**src/rtl/n_output_ctrl.sv**
```systemverilog
// n_output_ctrl: north output-port controller for a 4-input router.
// Turns the arbiter grant into a one-hot dequeue strobe, holds the output
// for a multi-flit packet until its tail, and tracks downstream credits.
// Optional build macro: N_OUTPUT_CTRL_ERR_EN enables the sticky protocol-error
// flag (credit return at full count, or a non-one-hot grant while idle).
// Port bit order everywhere: s,w,e,l = [3:0].
module n_output_ctrl #(
  parameter int CREDIT_DEPTH = 4,
  parameter int CNT_W        = 3
) (
  input  logic             clk,
  input  logic             reset,
  input  logic [3:0]       grant_i,
  input  logic [3:0]       in_valid_i,
  input  logic [3:0]       in_tail_i,
  input  logic             credit_return_i,
  output logic             credit_avail_o,
  output logic             change_order_o,
  output logic [3:0]       send_o,
  output logic [3:0]       lock_o,
  output logic [CNT_W-1:0] credit_cnt_o,
  output logic             err_o
);

  typedef enum logic {
    IDLE   = 1'b0,
    LOCKED = 1'b1
  } state_t;

  localparam logic [CNT_W-1:0] CNT_FULL = CNT_W'(CREDIT_DEPTH);
  localparam logic [CNT_W-1:0] CNT_ZERO = {CNT_W{1'b0}};
  localparam logic [CNT_W-1:0] CNT_ONE  = {{(CNT_W-1){1'b0}}, 1'b1};

  state_t           state_r;
  state_t           state_next_s;
  logic [3:0]       lock_r;
  logic [CNT_W-1:0] credit_cnt_r;
  logic [3:0]       send_s;
  logic             send_any_s;
  logic             sent_tail_s;
  logic             credit_ok_s;

  // True when exactly one bit of the 4-bit vector is set.
  function automatic logic is_one_hot(input logic [3:0] v);
    return (v != 4'b0000) && ((v & (v - 4'b0001)) == 4'b0000);
  endfunction

  assign credit_ok_s = (credit_cnt_r != CNT_ZERO);
  assign send_any_s  = |send_s;
  assign sent_tail_s = |(send_s & in_tail_i);

  // Output decode: choose which input buffer (if any) is dequeued this cycle.
  always_comb begin
    send_s = 4'b0000;
    if (!reset) begin
      // Reset also masks the zero-latency strobe, not only the registers.
      send_s = 4'b0000;
    end else if (state_r == IDLE) begin
      if (is_one_hot(grant_i) && (|(grant_i & in_valid_i)) && credit_ok_s) begin
        send_s = grant_i;
      end else begin
        send_s = 4'b0000;
      end
    end else begin
      // Grant is ignored while a packet holds the output.
      if ((|(lock_r & in_valid_i)) && credit_ok_s) begin
        send_s = lock_r;
      end else begin
        send_s = 4'b0000;
      end
    end
  end

  // Next-state logic: a non-tail send opens a packet, a tail send closes it.
  always_comb begin
    state_next_s = state_r;
    case (state_r)
      IDLE: begin
        if (send_any_s && !sent_tail_s) begin
          state_next_s = LOCKED;
        end else begin
          state_next_s = IDLE;
        end
      end
      LOCKED: begin
        if (send_any_s && sent_tail_s) begin
          state_next_s = IDLE;
        end else begin
          state_next_s = LOCKED;
        end
      end
      default: state_next_s = IDLE;
    endcase
  end

  // State register.
  always_ff @(posedge clk or negedge reset) begin
    if (!reset) begin
      state_r <= IDLE;
    end else begin
      state_r <= state_next_s;
    end
  end

  // Lock register: remembers the port owning the output during a packet.
  always_ff @(posedge clk or negedge reset) begin
    if (!reset) begin
      lock_r <= 4'b0000;
    end else if (send_any_s && !sent_tail_s) begin
      lock_r <= send_s;
    end else if (send_any_s && sent_tail_s) begin
      lock_r <= 4'b0000;
    end else begin
      lock_r <= lock_r;
    end
  end

  // Credit counter: send consumes, return refunds, saturating at full depth.
  always_ff @(posedge clk or negedge reset) begin
    if (!reset) begin
      credit_cnt_r <= CNT_FULL;
    end else begin
      case ({send_any_s, credit_return_i})
        2'b10: credit_cnt_r <= credit_cnt_r - CNT_ONE;
        2'b01: begin
          if (credit_cnt_r != CNT_FULL) begin
            credit_cnt_r <= credit_cnt_r + CNT_ONE;
          end else begin
            credit_cnt_r <= credit_cnt_r;
          end
        end
        default: credit_cnt_r <= credit_cnt_r;
      endcase
    end
  end

`ifdef N_OUTPUT_CTRL_ERR_EN
  logic err_r;
  logic err_hit_s;

  assign err_hit_s = (credit_return_i && (credit_cnt_r == CNT_FULL)) ||
                     ((state_r == IDLE) && (grant_i != 4'b0000) && !is_one_hot(grant_i));

  // Sticky protocol-error flag, cleared only by reset.
  always_ff @(posedge clk or negedge reset) begin
    if (!reset) begin
      err_r <= 1'b0;
    end else if (err_hit_s) begin
      err_r <= 1'b1;
    end else begin
      err_r <= err_r;
    end
  end

  assign err_o = err_r;
`else
  assign err_o = 1'b0;
`endif

  assign credit_avail_o = (state_r == IDLE) && credit_ok_s;
  assign change_order_o = sent_tail_s;
  assign send_o         = send_s;
  assign lock_o         = lock_r;
  assign credit_cnt_o   = credit_cnt_r;

endmodule

```
**config.mk**
```make
export PLATFORM = sky130hd
export DESIGN_NAME = n_output_ctrl
export DESIGN_NICKNAME = d
export VERILOG_FILES = /design/src/rtl/n_output_ctrl.sv
export SDC_FILE = /design/constraint.sdc
export NUM_CORES = 1
export LEC_CHECK = 0
export ABC_AREA = 1
export BUFFER_PORTS_ARGS = -buffer_cell sky130_fd_sc_hd__buf_4
export CAP_MARGIN = 5
export CELL_PAD_IN_SITES_DETAIL_PLACEMENT = 1
export CELL_PAD_IN_SITES_GLOBAL_PLACEMENT = 1
export CORE_MARGIN = 2
export CORE_UTILIZATION = 35
export CTS_BUF_LIST = sky130_fd_sc_hd__clkbuf_4
export CTS_CLUSTER_SIZE = 14
export DETAILED_ROUTE_END_ITERATION = 10
export GPL_TIMING_DRIVEN = 1
export PLACE_DENSITY = 0.84
export RECOVER_POWER = 50
export SKIP_LAST_GASP = 1
export SYNTH_ARGS = -nofsm -noshare
export SYNTH_HDL_FRONTEND = slang
export SYNTH_SLANG_ARGS = --single-unit
```
**constraint.sdc**
```tcl
create_clock -name clk -period 6.28 [get_ports clk]
set_input_delay 0.314 -clock clk [delete_from_list [all_inputs] [get_ports clk]]
set_output_delay 0.314 -clock clk [all_outputs]
set_load 0.005 [all_outputs]
```
==> results.py <==
metrics = {
    "route": {
        "drt_iter0_drc": 3,
        "postRouteAntennaNets": 0,
        "dr.pass1.iters": 4,
        "drc_errors": 0,
        "avgRoutedWirePerCell_um": 13.4,
        "viasPerCell": 4.81,
        "wirelength_um": 2240,
        "vias": 804,
    },
    "sta": {
        "setup_tns_ns": 0,
        "clock.fmax_mhz": 398,
        "setup_ws_ns": 3.76,
        "hold_viol": 0,
        "finClkSkew_ns": 0.00661,
        "tightestPinTransition_ns": 0.546,
        "slew_headroom_pct": 63.6,
        "min_period_ns": 2.52,
        "slew_viol_final": 0,
        "fin_crit_sh_pct": 40.0,
        "rsz0062_at_grt": "false",
        "final-setup-viol-count": 0,
    },
    "yosys": {
        "syn_avg_cell_area_um2": 6.52,
        "synth_fp_nets": 125,
        "synth_seq_area_share_pct": 28.3,
        "synthCells": 109,
        "ys_types": 22,
        "yosysWarningCount": 0,
        "ys_seq_elements": 8,
        "syn_area_um2": 711,
    },
    "worst_hold_path": {
        "min_path_type": "in2reg",
    },
    "placed_design": {
        "place_hpwl_um": 1780,
        "portBuffers": 27,
        "detailedPlace.worstSlack_ns": 3.98,
        "place_congestion": 0.831,
    },
    "cells_and_area": {
        "n_antenna_cell": 0,
        "final_common_cell": "nand2_1",
        "layout_common_cells": "38 x nand2_1, 20 x buf_4, 16 x inv_1",
        "syn_to_final_growth_pct": 37.3,
        "final_nets": 157,
        "finalCoreUtilization_pct": 50.3,
        "drive_above_1_share_pct": 33.6,
    },
    "global_route": {
        "overflow": 0,
        "grtUsageTotal_pct": 20.6,
        "grt_pass1_vias": 817,
        "grt_pass1_wl_um": 3740,
        "antenna_found_initial": 0,
        "grt_max_degree": 10,
    },
    "cts": {
        "cts_buffers": 3,
        "clock-sinks": 8,
        "htree_levels": 1,
        "clk_transition_reported_paths_ns": 0.06,
        "cts_hold_buffers": 1,
        "cts_resized": 0,
        "cts.root.buffer_cell": "clkbuf_4",
        "clk_latency_ns": 0.27,
        "cts_setup_buffers": 0,
        "clockBufferDepth": 2,
        "cts_tree": "built",
    },
    "setup_path": {
        "worstSetupPathType": "in2out",
        "critPathLaunchType": "input pin",
        "arrival_ns": 2.20,
        "required_ns": 5.97,
        "cp-end-kind": "output pin",
        "crit_fanout": 9,
    },
    "power": {
        "p_sw_w": 0.000210,
        "comb_power_share_pct": 63.0,
        "pwr-share-clk_pct": 11.7,
        "switching_share_pct": 49.0,
        "seq_power_share_pct": 25.3,
        "power.internal_w": 0.000219,
        "power_leakage_nw": 0.557,
        "peakVddDrop_mv": 0.262,
        "p_per_area_nw_per_um2": 440,
    },
    "job": {
        "cap_violations": 0,
    },
    "die": {
        "io_pins": 29,
        "fp.coreArea_um2": 1940,
        "dieArea_um2": 2410,
        "placementRows": 16,
        "initial_utilization_pct": 36.6,
        "die_h_um": 49.1,
        "die_x_um": 49.1,
    },
    "run_status": {
        "run_status": "complete, no violations",
    },
}
-- worst max-delay path, stage by stage --
cell	delay [ns]
dlygate4sd3_1	0.52
clkbuf_1	0.43
inv_1	0.18
a21oi_1	0.18
nand2_2	0.12
inv_1	0.09
nand2_1	0.05
nand2_1	0.06
nor2_1	0.06
inv_2	0.09
buf_4	0.11
-- through the flow --
stage / hold WS (ns) / cells / area [um2] / total power [W]
5_1_grt: 0.411 / 167 / 976 / 0.000472
3_5_place_dp: 0.142 / 162 / 940 / 0.000382
6_report: 0.379 / 167 / 976 / 0.000430
2_1_floorplan: 0.0184 / 109 / 711 / 0.000272
3_3_place_gp: 0.140 / 162 / 940 / 0.000364
4_1_cts: 0.376 / 167 / 980 / 0.000435
-- power by group through the flow --
stage / logic, W / clock network, W / registers, W
after global routing: 0.000303 / 0.0000562 / 0.000112
after global placement: 0.000257 / 0 / 0.000107
after detailed placement: 0.000273 / 0 / 0.000109
after CTS: 0.000275 / 0.0000516 / 0.000109
after floorplan: 0.000169 / 0 / 0.000103
final: 0.000271 / 0.0000503 / 0.000109
-- worst paths after layout --
| kind | from | to | slack, ns | cells after the start |
|---|---|---|---|---|
| min in group asynchronous | reset | credit_cnt_o[1] | 0.53 | 2 |
| hold reg to reg | credit_cnt_o[2] | credit_cnt_o[2] | 0.53 | 2 |
| setup / recovery | reset | change_order_o | 3.76 | 11 |
| setup reg to reg | credit_cnt_o[0] | credit_cnt_o[2] | 3.96 | 15 |
| hold / removal | in_tail_i[3] | flop | 0.38 | 6 |
| max in group asynchronous | reset | credit_cnt_o[2] | 5.38 | 2 |
-- metal layers --
metal  GRT usage (%)  share of wire (%)  vias up
met2            37.8                 52       21
met4            5.71               0.76        0
li1                -                  -      400
met5               0                  0        -
met1            23.6                 43      381
met3            4.60                4.1        2
-- logic make-up (layout without fill, tap and decap cells) --
family / Yosys count / count (layout) / synth area share [%]
xor gates and xnor gates: 1 / 1 / 1.23
other: 1 / 1 / 0.528
DFF: 8 / 8 / 28.3
AOI/OAI and AO/OA: 11 / 11 / 8.28
buffers and inverters: 19 / 50 / 10.6
adders and majority gates: 1 / 1 / 2.82
and+or+nand+nor: 68 / 68 / 48.2
-- Yosys cell counts (all sizes together) --
library cell / count / area [um2]
nand2: 48 / 210
inv: 18 / 67.6
nand3: 12 / 70.1
dfrtp: 7 / 175
nor2: 5 / 42.5
o21ai: 5 / 25.0
a21oi: 4 / 20.0
nand4: 2 / 12.5
a31oi: 1 / 6.26
buf: 1 / 7.51
conb: 1 / 3.75
dfstp: 1 / 26.3
fa: 1 / 20.0
nand3b: 1 / 7.51
o21bai: 1 / 7.51
xor2: 1 / 8.76
-- cell type report --
cell class	count	area (um2)
clock buffers	4	30.0
inverters	18	67.6
well taps	27	33.8
repair buffers	28	209
multi-input cells	82	434
fillers	272	966
flip-flops and latches	8	201
(Power assumes the default switching activity.)
